### src/rtl/uart_tx_axis.sv
// AXI-Stream to UART transmitter: a small circular FIFO feeding a
// start/data/parity/stop serialiser with a glitch-free registered tx.
module uart_tx_axis #(
  parameter int unsigned DATA_WIDTH   = 8,
  parameter int unsigned CLKS_PER_BIT = 100,
  parameter int unsigned FIFO_DEPTH   = 4,
  parameter int unsigned PARITY       = 0,
  parameter int unsigned STOP_BITS    = 1
) (
  input  logic                        aclk,
  input  logic                        arstn,
  input  logic [DATA_WIDTH-1:0]       s_data_tdata,
  input  logic                        s_data_tvalid,
  output logic                        s_data_tready,
  output logic                        tx,
  output logic                        busy,
  output logic [$clog2(FIFO_DEPTH):0] fifo_level
);
  localparam int unsigned CNT_W = $clog2(CLKS_PER_BIT);
  localparam int unsigned BIT_W = $clog2(DATA_WIDTH);
  localparam int unsigned PTR_W = $clog2(FIFO_DEPTH);
  localparam int unsigned LVL_W = PTR_W + 1;

  typedef enum logic [2:0] {S_IDLE, S_START, S_DATA, S_PARITY, S_STOP} state_t;

  state_t                state_q, state_d;
  logic [DATA_WIDTH-1:0] mem_q [FIFO_DEPTH];
  logic [PTR_W-1:0]      wr_ptr_q, rd_ptr_q;
  logic [LVL_W-1:0]      level_q;
  logic                  rst_hold_q;
  logic                  push, pop, load, cnt_end;
  logic [DATA_WIDTH-1:0] head;
  logic [CNT_W-1:0]      cnt_q, cnt_d;
  logic [BIT_W-1:0]      bit_q, bit_d;
  logic                  stop_q, stop_d;
  logic [DATA_WIDTH-1:0] shreg_q, shreg_d;
  logic                  par_q, par_d;
  logic                  tx_q, tx_d;

  assign s_data_tready = (level_q != LVL_W'(FIFO_DEPTH)) && !rst_hold_q;
  assign push          = s_data_tvalid && s_data_tready;
  assign head          = mem_q[rd_ptr_q];
  assign cnt_end       = (cnt_q == CNT_W'(CLKS_PER_BIT - 1));

  always_ff @(posedge aclk) begin
    if (!arstn) begin
      wr_ptr_q   <= '0;
      rd_ptr_q   <= '0;
      level_q    <= '0;
      rst_hold_q <= 1'b1;
    end else begin
      rst_hold_q <= 1'b0;
      if (push) wr_ptr_q <= wr_ptr_q + PTR_W'(1);
      if (pop)  rd_ptr_q <= rd_ptr_q + PTR_W'(1);
      if (push && !pop)      level_q <= level_q + LVL_W'(1);
      else if (pop && !push) level_q <= level_q - LVL_W'(1);
    end
  end

  always_ff @(posedge aclk) begin
    if (push) mem_q[wr_ptr_q] <= s_data_tdata;
  end

  always_comb begin
    state_d = state_q;
    cnt_d   = cnt_q + CNT_W'(1);
    bit_d   = bit_q;
    stop_d  = stop_q;
    shreg_d = shreg_q;
    par_d   = par_q;
    tx_d    = tx_q;
    load    = 1'b0;
    unique case (state_q)
      S_IDLE: begin
        cnt_d = '0;
        tx_d  = 1'b1;
        if (level_q != '0) load = 1'b1;
      end
      S_START: begin
        if (cnt_end) begin
          state_d = S_DATA;
          cnt_d   = '0;
          bit_d   = '0;
          tx_d    = shreg_q[0];
          shreg_d = shreg_q >> 1;
        end
      end
      S_DATA: begin
        if (cnt_end) begin
          cnt_d = '0;
          if (bit_q == BIT_W'(DATA_WIDTH - 1)) begin
            if (PARITY != 0) begin
              state_d = S_PARITY;
              tx_d    = par_q;
            end else begin
              state_d = S_STOP;
              tx_d    = 1'b1;
              stop_d  = 1'b0;
            end
          end else begin
            bit_d   = bit_q + BIT_W'(1);
            tx_d    = shreg_q[0];
            shreg_d = shreg_q >> 1;
          end
        end
      end
      S_PARITY: begin
        if (cnt_end) begin
          state_d = S_STOP;
          cnt_d   = '0;
          tx_d    = 1'b1;
          stop_d  = 1'b0;
        end
      end
      S_STOP: begin
        if (cnt_end) begin
          cnt_d = '0;
          if (stop_q == 1'(STOP_BITS - 1)) begin
            if (level_q != '0) begin
              load = 1'b1;
            end else begin
              state_d = S_IDLE;
              tx_d    = 1'b1;
            end
          end else begin
            stop_d = 1'b1;
          end
        end
      end
      default: state_d = S_IDLE;
    endcase
    // Shared by IDLE and end-of-stop so back-to-back frames start with no gap.
    if (load) begin
      state_d = S_START;
      cnt_d   = '0;
      shreg_d = head;
      par_d   = (PARITY == 1) ? ~^head : ^head;
      tx_d    = 1'b0;
    end
  end

  assign pop = load;

  always_ff @(posedge aclk) begin
    if (!arstn) begin
      state_q <= S_IDLE;
      cnt_q   <= '0;
      bit_q   <= '0;
      stop_q  <= 1'b0;
      shreg_q <= '0;
      par_q   <= 1'b0;
      tx_q    <= 1'b1;
    end else begin
      state_q <= state_d;
      cnt_q   <= cnt_d;
      bit_q   <= bit_d;
      stop_q  <= stop_d;
      shreg_q <= shreg_d;
      par_q   <= par_d;
      tx_q    <= tx_d;
    end
  end

  assign tx         = tx_q;
  assign busy       = (state_q != S_IDLE) || (level_q != '0);
  assign fifo_level = level_q;

endmodule

### config.mk
export PLATFORM = sky130hd
export DESIGN_NAME = uart_tx_axis
export DESIGN_NICKNAME = d
export VERILOG_FILES = /design/src/rtl/uart_tx_axis.sv
export SDC_FILE = /design/constraint.sdc
export NUM_CORES = 1
export LEC_CHECK = 0
export ABC_AREA = 1
export BUFFER_PORTS_ARGS = -buffer_cell sky130_fd_sc_hd__buf_2
export CAP_MARGIN = 40
export CORE_ASPECT_RATIO = 2
export CORE_MARGIN = 4
export CORE_UTILIZATION = 35
export DETAILED_ROUTE_END_ITERATION = 16
export SETUP_SLACK_MARGIN = 0.5
export SLEW_MARGIN = 0
export SYNTH_ARGS = -nofsm -noshare
export SYNTH_HDL_FRONTEND = slang
export SYNTH_SLANG_ARGS = --single-unit
export TNS_END_PERCENT = 30
### constraint.sdc
create_clock -name aclk -period 2.9 [get_ports aclk]
set_clock_uncertainty 0.2 [all_clocks]
set_input_delay 0.145 -clock aclk [delete_from_list [all_inputs] [get_ports aclk]]
set_output_delay 0.145 -clock aclk [all_outputs]
set_load 0.01 [all_outputs]
# [After elaboration in Yosys (flattened, before gate mapping)]
# Memory sizes are Yosys's and may differ from the RTL's. A register that Yosys moved wholly into a read port is not among the register bits.
# Cells that the tools add are included.
[totals] word_cells=114 n_memories=1 inputBits=11 output_inout_bits=6 regBits=31 ram_bits=32
[classes] eq_ne=24 bitwise=2 n_reduce_logical=24 addsub=6 mux=46
[memory_table] name="mem_q" depth=4 width=8 rd=1 rd_ports_with_merged_regs=1 wr=1 line_no="27" source="logic [DATA_WIDTH-1:0] mem_q [FIFO_DEPTH];"
[op_table] cell="$mux 3" n=12
[op_table] cell="$mux 8" n=4
[op_table] cell="$ne 3x3->1 const B" n=9
[op_table] cell="$mux 1" n=20
[op_table] cell="$ne 2x2->1 const B" n=9
[op_table] cell="$pmux 8 s2" n=1
[op_table] cell="$reduce_and 8->1" n=2
[op_table] cell="$pmux 3 s5" n=1
[op_table] cell="$pmux 7 s2" n=1
[op_table] cell="$reduce_bool 3->1" n=4
[op_table] cell="$reduce_and 4->1" n=2
[op_table] cell="$add 7x1->7 const B" n=1
[op_table] cell="$eq 7x7->1 const B" n=1
[op_table] cell="$mux 7" n=1
[op_table] cell="$reduce_and 7->1" n=1
[op_table] cell="$add 3x1->3 const B" n=2
[op_table] cell="$eq 3x2->1 const B" n=2
[op_table] cell="$eq 3x3->1 const B" n=2
[op_table] cell="$pmux 3 s2" n=1
[op_table] cell="$reduce_bool 6->1" n=1
[op_table] cell="$pmux 1 s5" n=1
[op_table] cell="$reduce_and 5->1" n=1
[op_table] cell="$add 2x1->2 const B" n=2
[op_table] cell="$logic_and 1x1->1" n=4
[op_table] cell="other kinds (12)" n=17

# [Longest topological paths before layout]
[depth] depth_word=8 ltp_mapped=14 depth_no_buf=13

# [Least setup slack after synthesis]
# No wires, ideal clock.
[synth_timing] kind="reg2reg" startpoint="register level_q[1] (netlist: fifo_level[1])" endpoint="register level_q[2] (netlist: fifo_level[2])" required_ps=2578 setup_slack_ps=515 period_less_slack_ps=2385 arrival_ps=2063 stages_incl_launch_ff=12 n_path_buf=0 setup_time_ps=122 cell_sequence="dfxtp_1 inv_1 a31oi_1 nand2_1 inv_1 ha_1 inv_1 fa_1 a21oi_1 o21ai_0 o21ai_0 a21oi_1"
[synth_between] elab_cells_between_ends=17 cone_classes="2 x add/sub; 1 x eq/ne; 6 x mux; 8 x reduce/logical"
[synth_lines] item="start, declared" line_no="29" source="logic [LVL_W-1:0] level_q;"
[synth_lines] item="start signal, assigned" line_no="55" source="if (push && !pop) level_q <= level_q + LVL_W'(1);"
[synth_lines] item="start signal, assigned" line_no="56" source="else if (pop && !push) level_q <= level_q - LVL_W'(1);"
[synth_lines] item="$ne 3x3->1 *" line_no="40" source="assign s_data_tready = (level_q != LVL_W'(FIFO_DEPTH)) && !rst_hold_q;"
[synth_lines] item="$logic_and 1x1->1 *" line_no="40"
[synth_lines] item="net s_data_tready" line_no="14" source="output logic s_data_tready,"
[synth_lines] item="$logic_and 1x1->1 *" line_no="41" source="assign push = s_data_tvalid && s_data_tready;"
[synth_lines] item="net push" line_no="31" source="logic push, pop, load, cnt_end;"
[synth_lines] item="$logic_not 1->1" line_no="56"
[synth_lines] item="$logic_and 1x1->1" line_no="56"
[synth_lines] item="$reduce_bool 2->1 (no source line)"
# Mark *: on every way through the listed nets, which the timed path passes. The rest lies on a longest branch. The select of a mux whose other input is x is not followed.
# A chain may end at the register's enable or synchronous reset.

# [Final worst setup path]
[layout_timing] startpoint="register cnt_q[0]" endpoint="register level_q[2] (netlist: fifo_level[2])"
[layout_between] elab_chain_cells=6 elab_cells_between_ends=8 cone_classes="1 x eq/ne; 3 x mux; 4 x reduce/logical"
[layout_rtl] item="start, declared" line_no="33" source="logic [CNT_W-1:0] cnt_q, cnt_d;"
[layout_rtl] item="start signal, assigned" line_no="155" source="cnt_q <= cnt_d;"
[layout_rtl] item="$eq 7x7->1 *" line_no="43" source="assign cnt_end = (cnt_q == CNT_W'(CLKS_PER_BIT - 1));"
[layout_rtl] item="$mux 1 *" line_no="116" source="if (cnt_end) begin"
[layout_rtl] item="$pmux 1 s2 *" line_no="73" source="unique case (state_q)"
[layout_rtl] item="$logic_not 1->1" line_no="55"
[layout_rtl] item="$logic_and 1x1->1" line_no="55"
[layout_rtl] item="$mux 3 or $reduce_bool 2->1 (tied branches)"
# Every way passes the cells marked *; elsewhere a longest branch is shown, timed or not.

==> impl_metrics.tcl <==
set metrics [dict create \
    synthDistinctLibCells 31 \
    clock_latency_ns 0.33 \
    synth_top_cell_by_area "sky130_fd_sc_hd__edfxtp_1" \
    sequential_fraction_of_the_synthesis_area_pct 56.96 \
    syn2layout_area_growth_pct 23.81 \
    detailroute.wirelength.met3_um 140 \
    criticalPathCategory "reg -> reg" \
    setup-tns-final_ns 0 \
    slew-limit-headroom_pct 65.58 \
    grt_use_total_pct 12.79 \
    rsz0062_at_grt "no" \
    longest_clk_path_bufs 2 \
    synth_top_family_by_area "simple AND/OR/NAND/NOR gates" \
    synth.most_common_cell "sky130_fd_sc_hd__nor2_1" \
    dp_hpwl_mm 3.869 \
    clock.fmax_ghz 0.4435 \
    floorplan.io_pins 17 \
    tritoncts "yes" \
    antenna_violating_nets_post_route 0 \
    first_pass_grt_wire_length_mm 9.390 \
    avgRoutedWirePerCell_um 12.38 \
    timing.critical_path.fanout_max 6 \
    synth_top_cells_by_area "sky130_fd_sc_hd__edfxtp_1 34%, sky130_fd_sc_hd__dfxtp_1 23%, sky130_fd_sc_hd__o21ai_0 6.9%, sky130_fd_sc_hd__nor2_1 6.9%, sky130_fd_sc_hd__nand3_1 4.3%" \
    report.final.slew_viol_count 0 \
    setup-violations-final 0 \
    hold_vio_cnt_final 1 \
    total_iterations_of_the_first_detailed_routing_run 6 \
    synth-edff-count 32 \
    finalCritPeriodShare_pct 77.75 \
    drt_wl_total_mm 5.458 \
    startpoint_kind_of_the_worst_setup_timing_path "flip-flop" \
    synthXorXnorAreaFrac_pct 1.869 \
    grt_start_max_net_pins 19 \
    per_cell_via_count_in_the_routed_design 4.757 \
    max_vdd_drop_mv 0.5729 \
    initial_antenna_violation_count 0 \
    grt_pass1_vias 2167 \
    compound_cell_area_share_of_the_yosys_netlist_pct 11.08 \
    synthMuxAreaShare_pct 0 \
    clock_sink_count 64 \
    gp_congestion 0.8164 \
    routedLengthMet1_mm 1.970 \
    initial_standard_cell_utilization_of_the_core_pct 35.66 \
    synthesis.nets 322 \
    async_flop_share_pct 0 \
    numPlacedInstances 412 \
    dieArea_sq_um 9618 \
    syn_area_sq_um 2811 \
    worst_hold_path_type "in -> reg" \
    power.static_leakage_nw 1.410 \
    critical_path_required_ns 2.91 \
    cts.htree.levels 3 \
    die_y_um 134.8 \
    pwr_density_cell_nw_per_um2 975.1 \
    maxCapViolations 0 \
    ys_dominant_reg_cell "sky130_fd_sc_hd__edfxtp_1" \
    critical_path.endpoint_type "flip-flop" \
    cts.clk_slew.worst_paths_ns 0.06 \
    synth.yosys.warnings 0 \
    core-area_sq_um 7885 \
    final_cells 441 \
    worst-slew-pin-transition_ns 0.5156 \
    num_antenna_cells 0 \
    post-route-min-period_ns 2.255 \
    post-synth-top-area-fraction_pct 34.18 \
    post_route_cells_drive_above_1_share_pct 17.10 \
    drc 0 \
    finalCoreUtilization_pct 44.14 \
    grt_overflow 0 \
    synthesis.area_per_instance_sq_um 9.309 \
    synth_fa_ha_area_share_pct 4.272 \
    placementRows 46 \
    outcome "complete, but fails checks" \
    routed.top_layer "met4" \
    detailedRoute.firstIterationViolations 35 \
    critical_path_arrival_ns 2.27 \
    num-nets-final 360 \
    yosys-top-cells-count "52 x sky130_fd_sc_hd__nor2_1, 39 x sky130_fd_sc_hd__o21ai_0, 32 x sky130_fd_sc_hd__dfxtp_1, 32 x sky130_fd_sc_hd__edfxtp_1, 32 x sky130_fd_sc_hd__nand2_1" \
    hold_ws_ns -0.003043 \
    violations_in_the_final_reports "negative hold slack" \
    met2_wl_post_dr_mm 3.128 \
    io_buffer_count 16 \
    vias 2098 \
    floorplan.die.width_um 71.38 \
    ctsRootBufferMaster "sky130_fd_sc_hd__clkbuf_16" \
    synth-simple-area-share_pct 19.18 \
    yosys_register_bits 64 \
    cts_buffers 9 \
    synthCells 302 \
    fin_total_pwr_mw 3.394 \
]
[critical path, stage by stage, from the launching register on]
cell and delay, ns:
sky130_fd_sc_hd__dfxtp_1 0.32, sky130_fd_sc_hd__ha_1 0.23, sky130_fd_sc_hd__nand2_1 0.08, sky130_fd_sc_hd__inv_1 0.06, sky130_fd_sc_hd__nand3_4 0.11, sky130_fd_sc_hd__nand2_2 0.07, sky130_fd_sc_hd__nand2_4 0.06, sky130_fd_sc_hd__ha_1 0.14
sky130_fd_sc_hd__inv_1 0.07, sky130_fd_sc_hd__fa_1 0.38, sky130_fd_sc_hd__a21oi_1 0.14, sky130_fd_sc_hd__o21ai_0 0.12, sky130_fd_sc_hd__o21ai_1 0.13, sky130_fd_sc_hd__a21oi_1 0.05
[layer usage]
layer  up-vias  global-route usage (%)
li1       1080                       -
met1       972                   11.42
met2        26                   23.87
met3        20                   3.428
met4         0                   8.682
met5         -                       0
[power by group]
group | switching, mW | total, mW | internal (mW)
Clock | 0.381 | 1.22 | 0.839
Combinational | 0.616 | 0.969 | 0.352
Sequential | 0.113 | 1.21 | 1.09
Total | 1.11 | 3.39 | 2.28
[cell families after synthesis]
group | count (synthesis)
AOI/OAI and AO/OA | 60
xor gates and xnor gates | 6
buffers and inverters | 43
adders and majority gates | 9
DFF | 64
and+or+nand+nor | 120
[layout by cell type, fill, tap and decap left out]
cell type / Yosys / layout
sky130_fd_sc_hd__nand3_2: 1 / 1
sky130_fd_sc_hd__nand2_4: 1 / 1
sky130_fd_sc_hd__nand3_1: 24 / 24
sky130_fd_sc_hd__nor2_2: 3 / 3
sky130_fd_sc_hd__nor2_1: 52 / 52
sky130_fd_sc_hd__o21ai_1: 1 / 2
sky130_fd_sc_hd__nand3b_1: 1 / 1
sky130_fd_sc_hd__o21ai_0: 39 / 38
sky130_fd_sc_hd__xnor2_1: 1 / 1
sky130_fd_sc_hd__a21boi_1: 1 / 1
sky130_fd_sc_hd__buf_4: 0 / 10
sky130_fd_sc_hd__dlygate4sd3_1: 0 / 9
sky130_fd_sc_hd__nor3_1: 1 / 1
sky130_fd_sc_hd__clkinvlp_4: 0 / 1
sky130_fd_sc_hd__clkinv_2: 0 / 1
sky130_fd_sc_hd__inv_1: 31 / 31
sky130_fd_sc_hd__nor3_2: 1 / 1
sky130_fd_sc_hd__fa_1: 1 / 1
sky130_fd_sc_hd__nand2_1: 32 / 31
sky130_fd_sc_hd__buf_2: 4 / 16
sky130_fd_sc_hd__nand2_2: 2 / 3
sky130_fd_sc_hd__bufinv_16: 0 / 3
sky130_fd_sc_hd__ha_1: 8 / 8
sky130_fd_sc_hd__clkinv_1: 1 / 1
sky130_fd_sc_hd__xor2_1: 5 / 5
sky130_fd_sc_hd__a21oi_2: 2 / 2
sky130_fd_sc_hd__edfxtp_1: 32 / 32
sky130_fd_sc_hd__clkinv_4: 1 / 3
sky130_fd_sc_hd__dfxtp_1: 32 / 32
sky130_fd_sc_hd__a31oi_2: 0 / 1
sky130_fd_sc_hd__clkbuf_16: 0 / 9
sky130_fd_sc_hd__nor2_4: 1 / 1
sky130_fd_sc_hd__nand3_4: 1 / 1
sky130_fd_sc_hd__inv_2: 2 / 2
sky130_fd_sc_hd__a21oi_1: 16 / 16
[final timing paths]
path                                     startpoint                         end  slack (ns)  cells after the start
worst max-delay path            cnt_q[0]$_SDFF_PP0_  fifo_level[2]$_SDFFE_PN0P_        0.65                     13
worst min-delay path                  s_data_tvalid    wr_ptr_q[0]$_SDFFE_PN0P_      -0.003                      3
worst max register to register  cnt_q[0]$_SDFF_PP0_  fifo_level[2]$_SDFFE_PN0P_        0.65                     13
worst min register to register  cnt_q[0]$_SDFF_PP0_         cnt_q[0]$_SDFF_PP0_        0.25                      1
[sequential cells by signal, summed over array words and instances, names as in the netlist, named ones only]
| name | cells |
|---|---|
| rd_ptr_q | 2 |
| wr_ptr_q | 2 |
| rst_hold_q | 1 |
| tx | 1 |
| mem_q | 32 |
| bit_q | 3 |
| state_q | 3 |
| shreg_q | 8 |
| fifo_level | 3 |
| cnt_q | 7 |
[per-stage QoR]
step | setup WS [ns] | hold slack (ns) | cell area [sq um]
floorplan | 0.5150 | 0.04387 | 2811
global placement | 0.6218 | 0.1539 | 3007
detailed placement | 0.5917 | 0.1600 | 3007
CTS | 0.5589 | 0.07464 | 3442
global route | 0.4956 | 0.02213 | 3481
finish | 0.6454 | -0.003043 | 3481
[timing repair]
action | in CTS | in global routing
setup endpoints to repair | 0 | 2
hold endpoints to repair | 38 | 0
setup buffers | 0 | 4
hold buffers | 9 | 0
gates resized for setup | 0 | 3
[cell type report]
type,instances,area [sq um]
fillers,727,4404
well taps,96,120.1
clock inverters,7,120.1
multi-input cells,195,1032
clock buffers,9,225.2
inverters,35,136.4
repair buffers,35,245.2
flip-flops and latches,64,1602
No activity file was read; power rests on OpenSTA's default activity.
